--- config.mk ---
export PLATFORM = sky130hd
export DESIGN_NAME = dmem_arbiter
export DESIGN_NICKNAME = d
export VERILOG_FILES = /design/src/rtl/mem_pkg.sv /design/src/rtl/sat_counter.sv /design/src/rtl/dmem_arbiter.sv
export SDC_FILE = /design/constraint.sdc
export NUM_CORES = 1
export LEC_CHECK = 0
export CORE_UTILIZATION = 36
export CTS_CLUSTER_DIAMETER = 60
export DETAILED_ROUTE_END_ITERATION = 8
export GPL_ROUTABILITY_DRIVEN = 0
export MAX_ROUTING_LAYER = met4
export PLACE_DENSITY = 0.81
export SYNTH_ARGS = -nofsm -noshare
export SYNTH_HDL_FRONTEND = slang
export SYNTH_HIERARCHICAL = 1
export SYNTH_SLANG_ARGS = --single-unit
export TNS_END_PERCENT = 100
--- constraint.sdc ---
create_clock -name clk -period 2.2 [get_ports clk]
set_input_delay 0.44 -clock clk [delete_from_list [all_inputs] [get_ports clk]]
set_output_delay 0.44 -clock clk [all_outputs]
set_load 0.01 [all_outputs]
--- src/rtl/mem_pkg.sv ---
// rtl/mem_pkg.sv - shared types and sizes for the data-memory arbiter
package mem_pkg;

    typedef enum logic [1:0] {
        NONE = 2'd0,
        CPU  = 2'd1,
        VGA  = 2'd2
    } owner_e;

    localparam int DMEM_ADDR_W = 10;

endpackage

--- src/rtl/sat_counter.sv ---
// rtl/sat_counter.sv - saturating up-counter with synchronous clear
module sat_counter #(
    parameter int MAX = 4,
    parameter int W   = $clog2(MAX + 1)
) (
    input  logic         clk,
    input  logic         rstn,
    input  logic         inc,
    input  logic         clr,
    output logic [W-1:0] cnt
);

    localparam logic [W-1:0] MAX_V = W'(MAX);

    logic [W-1:0] cnt_q;
    logic [W-1:0] cnt_d;

    always_comb begin
        cnt_d = cnt_q;
        if (clr) begin
            cnt_d = '0;
        end else if (inc && (cnt_q != MAX_V)) begin
            cnt_d = cnt_q + 1'b1;
        end
    end

    always_ff @(posedge clk or negedge rstn) begin
        if (!rstn) begin
            cnt_q <= '0;
        end else begin
            cnt_q <= cnt_d;
        end
    end

    assign cnt = cnt_q;

endmodule

--- src/rtl/dmem_arbiter.sv ---
// rtl/dmem_arbiter.sv - CPU/VGA arbiter for the single-port data memory
module dmem_arbiter
    import mem_pkg::*;
#(
    parameter int ADDR_W       = DMEM_ADDR_W,
    parameter int VGA_MAX_WAIT = 4
) (
    input  logic              clk,
    input  logic              rstn,
    input  logic              cpu_req,
    input  logic              cpu_we,
    input  logic [ADDR_W-1:0] cpu_addr,
    input  logic [31:0]       cpu_wdata,
    output logic              cpu_stall,
    output logic              cpu_rvalid,
    output logic [31:0]       cpu_rdata,
    input  logic              vga_req,
    input  logic [ADDR_W-1:0] vga_addr,
    output logic              vga_gnt,
    output logic              vga_rvalid,
    output logic [31:0]       vga_rdata,
    output logic              mem_en,
    output logic              mem_we,
    output logic [ADDR_W-1:0] mem_addr,
    output logic [31:0]       mem_wdata,
    input  logic [31:0]       mem_rdata
);

    localparam int CNT_W = $clog2(VGA_MAX_WAIT + 1);
    localparam logic [CNT_W-1:0] WAIT_LIMIT = CNT_W'(VGA_MAX_WAIT);

    logic [CNT_W-1:0] wait_cnt;
    logic             force_v;
    logic             gnt_v;
    logic             gnt_c;
    owner_e           rsp_owner_q;
    owner_e           rsp_owner_d;
    logic [31:0]      cpu_rdata_q;
    logic [31:0]      cpu_rdata_d;
    logic [31:0]      vga_rdata_q;
    logic [31:0]      vga_rdata_d;

    // Grants are suppressed while reset is held so the memory stays idle.
    assign force_v   = vga_req && (wait_cnt == WAIT_LIMIT);
    assign gnt_v     = rstn && vga_req && (!cpu_req || force_v);
    assign gnt_c     = rstn && cpu_req && !gnt_v;
    assign cpu_stall = cpu_req && !gnt_c;
    assign vga_gnt   = gnt_v;

    sat_counter #(
        .MAX (VGA_MAX_WAIT),
        .W   (CNT_W)
    ) u_wait_cnt (
        .clk  (clk),
        .rstn (rstn),
        .inc  (vga_req && !gnt_v),
        .clr  (!vga_req || gnt_v),
        .cnt  (wait_cnt)
    );

    always_comb begin
        mem_en    = 1'b0;
        mem_we    = 1'b0;
        mem_addr  = '0;
        mem_wdata = '0;
        if (gnt_c) begin
            mem_en    = 1'b1;
            mem_we    = cpu_we;
            mem_addr  = cpu_addr;
            mem_wdata = cpu_wdata;
        end else if (gnt_v) begin
            mem_en    = 1'b1;
            mem_addr  = vga_addr;
        end
    end

    // Read data passes straight through in the response cycle and is held afterwards.
    always_comb begin
        rsp_owner_d = NONE;
        if (gnt_c && !cpu_we) begin
            rsp_owner_d = CPU;
        end else if (gnt_v) begin
            rsp_owner_d = VGA;
        end
        cpu_rvalid  = (rsp_owner_q == CPU);
        vga_rvalid  = (rsp_owner_q == VGA);
        cpu_rdata   = cpu_rvalid ? mem_rdata : cpu_rdata_q;
        vga_rdata   = vga_rvalid ? mem_rdata : vga_rdata_q;
        cpu_rdata_d = cpu_rdata;
        vga_rdata_d = vga_rdata;
    end

    always_ff @(posedge clk or negedge rstn) begin
        if (!rstn) begin
            rsp_owner_q <= NONE;
            cpu_rdata_q <= '0;
            vga_rdata_q <= '0;
        end else begin
            rsp_owner_q <= rsp_owner_d;
            cpu_rdata_q <= cpu_rdata_d;
            vga_rdata_q <= vga_rdata_d;
        end
    end

endmodule
# Yosys cells after proc, flatten, opt, wreduce, memory -nomap -nowiden

Index checks and enable logic that the tools add are counted.

Flip-flop bits (word level): 69
Input bits: 89
Output and inout port bits: 112
Logic and storage cells: 38

Add/subtract/negate cells: 1
Equality and inequality tests: 4
Multiplexer cells: 12
Reductions and logical operators: 17

Operators with widths:

| cell                  | count |
|---|---|
| $mux W32              | 3 |
| $mux W10              | 2 |
| $logic_and A1 B1 Y1   | 9 |
| $mux W3               | 2 |
| $logic_not A1 Y1      | 5 |
| $mux W2               | 2 |
| $add A3 B1 Y3 const B | 1 |
| $eq A3 B3 Y1 const B  | 1 |
| $mux W1               | 3 |
| $ne A3 B3 Y1 const B  | 1 |
| $eq A2 B1 Y1 const B  | 1 |
| $eq A2 B2 Y1 const B  | 1 |
| $logic_or A1 B1 Y1    | 2 |
| $reduce_bool A2 Y1    | 1 |

# Depth between registers and ports, before layout

Depth in word-level cells: 9
Depth in mapped cells: 5
Mapped depth without buffers: 5

# Hierarchy

The synthesis kept the hierarchy.

Modules (own cells, without submodules):

| module       | instances | cells an instance | area an instance (µm²) | sequential area each (µm²) |
|---|---|---|---|---|
| dmem_arbiter | 1         | 203               | 2837.7                 | 1651.6 |
| sat_counter  | 1         | 17                | 193.9                  | 75.1 |

# Worst setup path after synthesis

No wires, ideal clock.

Path type: register -> output
Start point: register u_wait_cnt.cnt_q[1] (netlist: u_wait_cnt/cnt[1])
End point: output mem_addr[0]
Data arrival time: 1519 ps
Required time: 1760 ps
Setup slack: 241 ps
Stages on the path, launching flop included: 6
Path buffers: 2
Path through: dfrtp_1 -> or3b_1 -> o211a_1 -> buf_6 -> buf_6 -> a22o_1

Longest elaborated chain between the ends: 7
Elaborated cells on any way between the ends: 8
Those cells by class: eq/ne: 1; mux: 2; reduce/logical: 5

RTL lines:

| element                 | RTL line           | source |
|---|---|---|
| start, declared         | sat_counter.sv:15  | `logic [W-1:0] cnt_q;` |
| start signal, assigned  | sat_counter.sv:31  | `cnt_q <= cnt_d;` |
| $eq A3 B3 Y1 (*)        | dmem_arbiter.sv:44 | `assign force_v = vga_req && (wait_cnt == WAIT_LIMIT);` |
| $logic_and A1 B1 Y1 (*) | dmem_arbiter.sv:44 |  |
| $logic_or A1 B1 Y1 (*)  | dmem_arbiter.sv:45 | `assign gnt_v = rstn && vga_req && (!cpu_req \|\| force_v);` |
| $logic_and A1 B1 Y1 (*) | dmem_arbiter.sv:45 |  |
| $logic_not A1 Y1        | dmem_arbiter.sv:46 | `assign gnt_c = rstn && cpu_req && !gnt_v;` |
| $logic_and A1 B1 Y1     | dmem_arbiter.sv:46 |  |
| $mux W10 (*)            | dmem_arbiter.sv:66 | `if (gnt_c) begin` |
| end, declared           | dmem_arbiter.sv:24 | `output logic [ADDR_W-1:0] mem_addr,` |

Mark *: on every way between the ends. The rest lies on a longest branch, timed or not.

# Final worst setup path

Start point: register u_wait_cnt.cnt_q[1] (netlist: u_wait_cnt/cnt[1])
End point: output mem_we

Longest elaborated chain between the ends: 7

RTL lines:

| element             | RTL line           | source |
|---|---|---|
| $eq A3 B3 Y1        | dmem_arbiter.sv:44 |  |
| $logic_and A1 B1 Y1 | dmem_arbiter.sv:44 |  |
| $logic_or A1 B1 Y1  | dmem_arbiter.sv:45 |  |
| $logic_and A1 B1 Y1 | dmem_arbiter.sv:45 |  |
| $logic_not A1 Y1    | dmem_arbiter.sv:46 |  |
| $logic_and A1 B1 Y1 | dmem_arbiter.sv:46 |  |
| $mux W1             | dmem_arbiter.sv:66 |  |
| end, declared       | dmem_arbiter.sv:23 | `output logic mem_we,` |

Every way passes these cells.

==> impl_metrics.csv <==
group,metric,value,unit
status,outcome,"complete, but fails checks",
status,failed_checks,"design-rule violations, negative setup slack",
clock_tree,insertion_delay,0.34,ns
sta,fin_skew,0.01169,ns
synthesis,syn-cell-area,0.003032,mm^2
sta,timing.final.max_slew_violations,0,
power_and_ir_drop,comb_power_share,31.3,%
critical_path,r2r.worst_path.cells,7,
sta,tightest_slew,0.8614,ns
drt,drc_violations,2,
critical_path,crit_top_cell,"sky130_fd_sc_hd__buf_6",
global_route,initial_antenna_violation_count,1,
global_route,groute.usage.overall,23.16,%
power_and_ir_drop,power_frac_seq,37.7,%
layout,layout.cells.most_common_list,"87 x sky130_fd_sc_hd__clkdlybuf4s50_1, 69 x sky130_fd_sc_hd__dfrtp_1, 50 x sky130_fd_sc_hd__mux2_2",
sta,fmax,417.9,MHz
die,placementRows,33,
synthesis,synth_warnings,6,
layout,finalNetCount,543,
global_route,congestion_overflow_gr,0,
sta,setup_viol,51,
critical_path,beginning_of_the_worst_register_to_register_path,"u_wait_cnt/cnt[1]",
power_and_ir_drop,p_int,0.003082,W
critical_path,cp.required,1.76,ns
critical_path,cp.arrival,1.95,ns
clock_tree,cts.root.buffer_cell,"sky130_fd_sc_hd__clkbuf_8",
sta,post-route-min-period,2.393,ns
critical_path,crit_chain,"or3b_4 -> o211a_4 -> buf_4 -> buf_6 -> and2_1 -> buf_6",
critical_path,start_kind,"register",
synthesis,synth_sequential_area_ratio,56.95,%
power_and_ir_drop,leakage_power,2.651,nW
drt,firstDrtPassIters,6,
critical_path,worst-setup-path-type,"register to primary output",
clock_tree,cts_max_level,3,
synthesis,synthCells,220,
critical_path,critical-path-slowest-cell,"sky130_fd_sc_hd__or3b_4",
layout,post_route_cells_drive_above_1_share,46.17,%
die,die_w,93.77,um
flow_run,drv_cap,0,
synthesis,synthesis.area_per_instance,13.78,um^2
sta,fin_crit_sh,108.8,%
critical_path,worstSetupEndpointType,"primary output",
clock_tree,clock_tree_from_tritoncts,"done",
critical_path,crit_path_buffers_inverters,3,
layout,fill_cells,617,
drt,drt-vias-per-instance,4.719,
drt,wirelength,10690,um
power_and_ir_drop,clkPwrFrac,30.9,%
power_and_ir_drop,total_switching_power,0.001106,W
synthesis,synth_fp_nets,311,
critical_path,timing.reg2reg.setup_slack,0.26,ns
critical_path,worst-path-stages,6,
synthesis,synth.distinct_cells,25,
sta,grt_setup_unrepaired,"true",
critical_path,cpPeakStageDelay,0.42,ns
global_route,grt_max_degree,70,
drt,wl_per_cell,18.99,um
power_and_ir_drop,vdd_drop_max,0.4065,mV
layout,ff_latch_area,0.001727,mm^2
clock_tree,cts-buffers-inserted,9,
drt,drt_iter0_markers,52,
clock_tree,clkTransAtPathRegs,0.08,ns
die,fp.dieH,93.77,um
critical_path,critical_path_peak_fanout,4,
placed_design,portBuffers,200,
die,start_util,37.08,%
placed_design,dp_hpwl,7399,um
hold_path,worst_hold_path_type,"input pin to async pin",
placed_design,post-place-ws,-0.4315,ns
placed_design,placed_cell_count,526,
clock_tree,cts.sink_count,69,
die,design.core.area,0.008175,mm^2
sta,final.setup.worst_slack,-0.1932,ns
layout,footprint_of_the_multi_input_gates,0.001323,mm^2
critical_path,cp_top_family,"simple AND/OR/NAND/NOR gates",
clock_tree,clock_path_buffers,2,
sta,max-slew-margin-rel,42.57,%
global_route,wire_length_of_the_first_global_routing_pass,14500,um
die,io_pins,201,
layout,fin_cells,563,
power_and_ir_drop,cellPowerDensity,744.3,mW/mm^2
drt,dr_total_vias,2657,
layout,mostFrequentLayoutCell,"sky130_fd_sc_hd__clkdlybuf4s50_1",
clock_tree,holdBufCountCts,0,
critical_path,critical_path.startpoint,"u_wait_cnt/cnt[1]",
layout,layout-area-overhead-vs-synth,85.60,%
synthesis,postSynthRegisterBits,69,
die,floorplan.die_area,0.008792,mm^2
drt,ant_nets,0,
sta,timing.final.hold_violations,0,
power_and_ir_drop,p_sw_share,26.40,%
global_route,grt_pass1_vias,2782,
per-layer routing:
metal | GRT usage [%] | vias to the layer above | part of all wire (%)
met3 | 4.531 | 22 | 5.7
li1 | - | 1219 | -
met5 | - | - | 0
met1 | 23.65 | 1289 | 37
met2 | 41.67 | 127 | 54
met4 | 12.44 | 0 | 3.1
worst paths after layout:
path,end
setup reg to reg,u_wait_cnt/cnt[0]
max in group asynchronous,cpu_rdata_q[27]
hold / removal,vga_rdata_q[29]
setup / recovery,mem_we
min in group clk,vga_rdata_q[0]
hold reg to reg,vga_rdata_q[0]
cell usage after synthesis:
library cell / instances / area share (%)
sky130_fd_sc_hd__o21a_1: 1 / 0.25
sky130_fd_sc_hd__mux2_4: 1 / 0.50
sky130_fd_sc_hd__buf_2: 7 / 1.2
sky130_fd_sc_hd__o211a_1: 1 / 0.33
sky130_fd_sc_hd__a22o_1: 9 / 2.6
sky130_fd_sc_hd__or3b_1: 1 / 0.29
sky130_fd_sc_hd__a21oi_1: 3 / 0.50
sky130_fd_sc_hd__o21ai_0: 1 / 0.16
sky130_fd_sc_hd__nor2_1: 1 / 0.12
sky130_fd_sc_hd__nor3_1: 1 / 0.16
sky130_fd_sc_hd__nand3_1: 1 / 0.16
sky130_fd_sc_hd__o2bb2ai_1: 1 / 0.29
sky130_fd_sc_hd__and4b_1: 1 / 0.33
sky130_fd_sc_hd__inv_1: 4 / 0.50
sky130_fd_sc_hd__dfrtp_1: 69 / 57
sky130_fd_sc_hd__and2_1: 34 / 7.0
sky130_fd_sc_hd__buf_6: 2 / 0.74
sky130_fd_sc_hd__nand2_1: 1 / 0.12
sky130_fd_sc_hd__nand2b_1: 3 / 0.62
sky130_fd_sc_hd__ha_1: 2 / 0.83
sky130_fd_sc_hd__nor2b_1: 5 / 1.0
sky130_fd_sc_hd__clkbuf_1: 5 / 0.62
sky130_fd_sc_hd__a21boi_4: 1 / 0.62
sky130_fd_sc_hd__mux2_2: 64 / 24
sky130_fd_sc_hd__mux2i_1: 1 / 0.33
kinds of logic after synthesis:
group                      share of synthesized area, %
buffers and inverters                             3.013
DFF                                               56.95
AOI/OAI and AO/OA                                 4.746
and+or+nand+nor                                   9.863
adders and majority gates                        0.8253
muxes                                             24.60
final cells by class:
cell class,count,area share [%]
clock inverters,5,1.890
repair buffers,235,38.58
flip-flops and latches,69,30.69
diodes,1,0.04447
multi-input cells,133,23.50
clock buffers,11,2.691
well taps,105,2.335
inverters,4,0.2668
power by group through the flow:
stage	logic (W)	clock network (W)	registers (W)
CTS	0.00121	0.00133	0.00158
finish	0.00131	0.00130	0.00158
global placement	0.00135	0	0.00158
detailed placement	0.00139	0	0.00160
floorplan	0.000540	0	0.00157
global route	0.00140	0.00139	0.00160
sequential cells by signal (all words and copies together), names as in the netlist:
| signal | flops |
|---|---|
| vga_rdata_q | 32 |
| cpu_rdata_q | 32 |
| rsp_owner_q | 2 |
| u_wait_cnt/cnt | 3 |
through the flow:
step | TNS [ns] | total power [W] | hold WS, ns | util (%) | area [um^2]
floorplan | 0 | 0.002113 | 0.1444 | - | 3032
global placement | -15.61 | 0.002935 | 0.4773 | 64.14 | 5244
detailed placement | -17.00 | 0.002987 | 0.4809 | 64.14 | 5244
CTS | -8.179 | 0.004109 | 0.4243 | 65.15 | 5326
global route | -8.691 | 0.004390 | 0.4901 | 68.82 | 5627
finish | -5.524 | 0.004188 | 0.3771 | 68.82 | 5627
what timing repair did:
item / in CTS / in global routing
pin swaps: 3 / 3
endpoints found under the setup margin: 110 / 103
setup buffers: 3 / 9
gates resized for setup: 268 / 153
gates cloned: 2 / 6
Note: power is estimated with default switching activity, not from simulation.
==> variant: new RTL, same flow settings <==
Reset style: synchronous (`rstn`), changed in 2 clocked blocks.
--- a/src/rtl/sat_counter.sv
+++ b/src/rtl/sat_counter.sv
@@ -24,7 +24,7 @@
         end
     end
 
-    always_ff @(posedge clk or negedge rstn) begin
+    always_ff @(posedge clk) begin
         if (!rstn) begin
             cnt_q <= '0;
         end else begin
--- a/src/rtl/dmem_arbiter.sv
+++ b/src/rtl/dmem_arbiter.sv
@@ -90,7 +90,7 @@
         vga_rdata_d = vga_rdata;
     end
 
-    always_ff @(posedge clk or negedge rstn) begin
+    always_ff @(posedge clk) begin
         if (!rstn) begin
             rsp_owner_q <= NONE;
             cpu_rdata_q <= '0;
Check against the original RTL: differs if rstn is asserted again (counterexample within 4 cycles, from zero or initial values and one cycle with rstn low); with rstn held inactive, the same outputs for 10 cycles.
==> variant against the unedited design <==
The run ends with setup timing left. Hold slack better by 12 ps. Sequential share of layout area decreased by 6.1 points. Critical endpoint is now mem_wdata[6]. Area after synthesis grew 2.4%. Routed wire length decreased by 13%. Sequential cell count unchanged. Global-route usage is 2.6 points lower. Sequential power decreased by 18%. Worst setup slack better by 44 ps. Clock skew shrank 5.9 ps. Die area up 2.3%. Design area is 0.11% higher. Power down 26%.
==> variant: results (changes against the unedited design) <==
- After synthesis, the cell types taking the most area are sky130_fd_sc_hd__dfxtp_1 (45%), sky130_fd_sc_hd__mux2_2 (23%), sky130_fd_sc_hd__and2_1 (20%).
- The biggest area contributor in the post-synthesis netlist is sky130_fd_sc_hd__dfxtp_1.
- The final worst-path setup slack was -148.9 ps (+44.32 ps).
- The share of layout cells above drive strength 1 was 40.62% (-5.6 points).
- The count of nets after finishing came to 603 (+11%).
- The transition at the pin with the smallest max-transition slack is 342.7 ps (-518.7 ps).
- The primary flip-flop cell chosen by synthesis mapping is sky130_fd_sc_hd__dfxtp_1.
- The final setup violation count was 44 (-14%).
- The run finished, with violations left.
- The synthesized netlist net count is 380 (+22%).
- The leakage power summed over all cells is 2.682 nW (+1.2%).
- The filler cell count in the final layout is 667 (+8.1%).
- The share of the yosys chip area belonging to registers is 44.52% (-12 points).
- The global routing met1 resource utilization was 20.74% (-2.9 points).
- The async set-reset flop share out of synthesis is 0% (-100 points).
- The total negative slack is -3350 ps (+2174 ps).
- The startpoint of the worst register-to-register path is u_wait_cnt/cnt[2].
- The depth of the worst register-to-register path was 8 (+1).
- The largest net degree at the start of global routing is 49 (-30%).
- The maximum fanout along the worst path is 8 (+4).
- The number of distinct library cells after synthesis came to 22 (-12%).
- The number of antenna violations at the first check in global routing is 0 (-1).
- The first-pass GRT wire length came to 13.67 mm (-5.7%).
- The final reports fail on setup timing.
- The antenna cell count is 0 (-1).
-- variant: cell types whose count changed after synthesis, sizes merged, moves of 2 or more --
cell    before  now
dfrtp       69    0
nand3b       0    3
and2        34   97
nor2b        5    3
clkbuf       5   12
dfxtp        0   69
-- variant: worst max-delay path: cells and delay by family (launching register included) --
kind / cells / cell delay (ps)
buffers and inverters: 3 / 370
AOI/OAI and AO/OA: 1 / 320
DFF: 1 / 310
and+or+nand+nor: 2 / 560
-- variant: kinds of logic (layout without fill, tap and decap cells) --
| group | after synthesis | in the layout | share of synthesized area (%) |
|---|---|---|---|
| fa+ha+maj | 2 | 2 | 0.8063 |
| compound gates | 16 | 16 | 4.113 |
| flops | 69 | 69 | 44.52 |
| simple gates | 111 | 111 | 22.90 |
| mux | 66 | 66 | 23.87 |
| buf+inv | 25 | 253 | 3.790 |
-- variant: layout make-up --
cell class                      count  share of cell area [%]
Clock buffer                        9                   2.199
Clock inverter                      7                   1.755
Inverter                            4                  0.2665
Multi-Input combinational cell    195                   29.90
Sequential cell                    69                   24.59
Tap cell                          105                   2.332
Timing Repair Buffer              233                   38.96
-- variant: per-stage QoR --
stage | std cells | area [µm²]
floorplan | 289 | 3103
global route | 622 | 5633
finish | 622 | 5633
global placement | 590 | 5329
detailed placement | 590 | 5329
CTS | 620 | 5610
-- variant: worst min path at each step --
stage	from	endpoint	slack [ps]
2_1_floorplan	u_wait_cnt/cnt[1]	u_wait_cnt/cnt[1]	490
3_3_place_gp	cpu_rdata_q[17]	cpu_rdata_q[17]	560
3_5_place_dp	vga_rdata_q[2]	vga_rdata_q[2]	570
4_1_cts	rstn	rsp_owner_q[1]	370
5_1_grt	rstn	rsp_owner_q[1]	400
6_report	rstn	rsp_owner_q[1]	390
-- variant: report_power, final --
| group | internal [mW] | switching [mW] | leakage [nW] | total (mW) |
|---|---|---|---|---|
| Sequential | 1.29 | 0.0110 | 0.562 | 1.30 |
| Clock | 0.643 | 0.491 | 0.110 | 1.13 |
| Combinational | 0.416 | 0.243 | 2.01 | 0.659 |
| Total | 2.35 | 0.745 | 2.68 | 3.09 |
-- variant: repair_timing --
item | in CTS | in global routing
pin swaps | 1 | 7
gates cloned | 3 | 2
setup buffers | 11 | 0
resized for setup | 274 | 90
endpoints found under the setup margin | 110 | 79
hold endpoints to repair | 0 | 0
-- variant: metal layers --
layer  wire length (µm)  vias up  part of all wire [%]
met3                713       15                   7.7
met1               3545     1345                    38
met2               4769      131                    52
met5                  0        -                     0
li1                   -     1408                     -
met4                225        0                   2.4
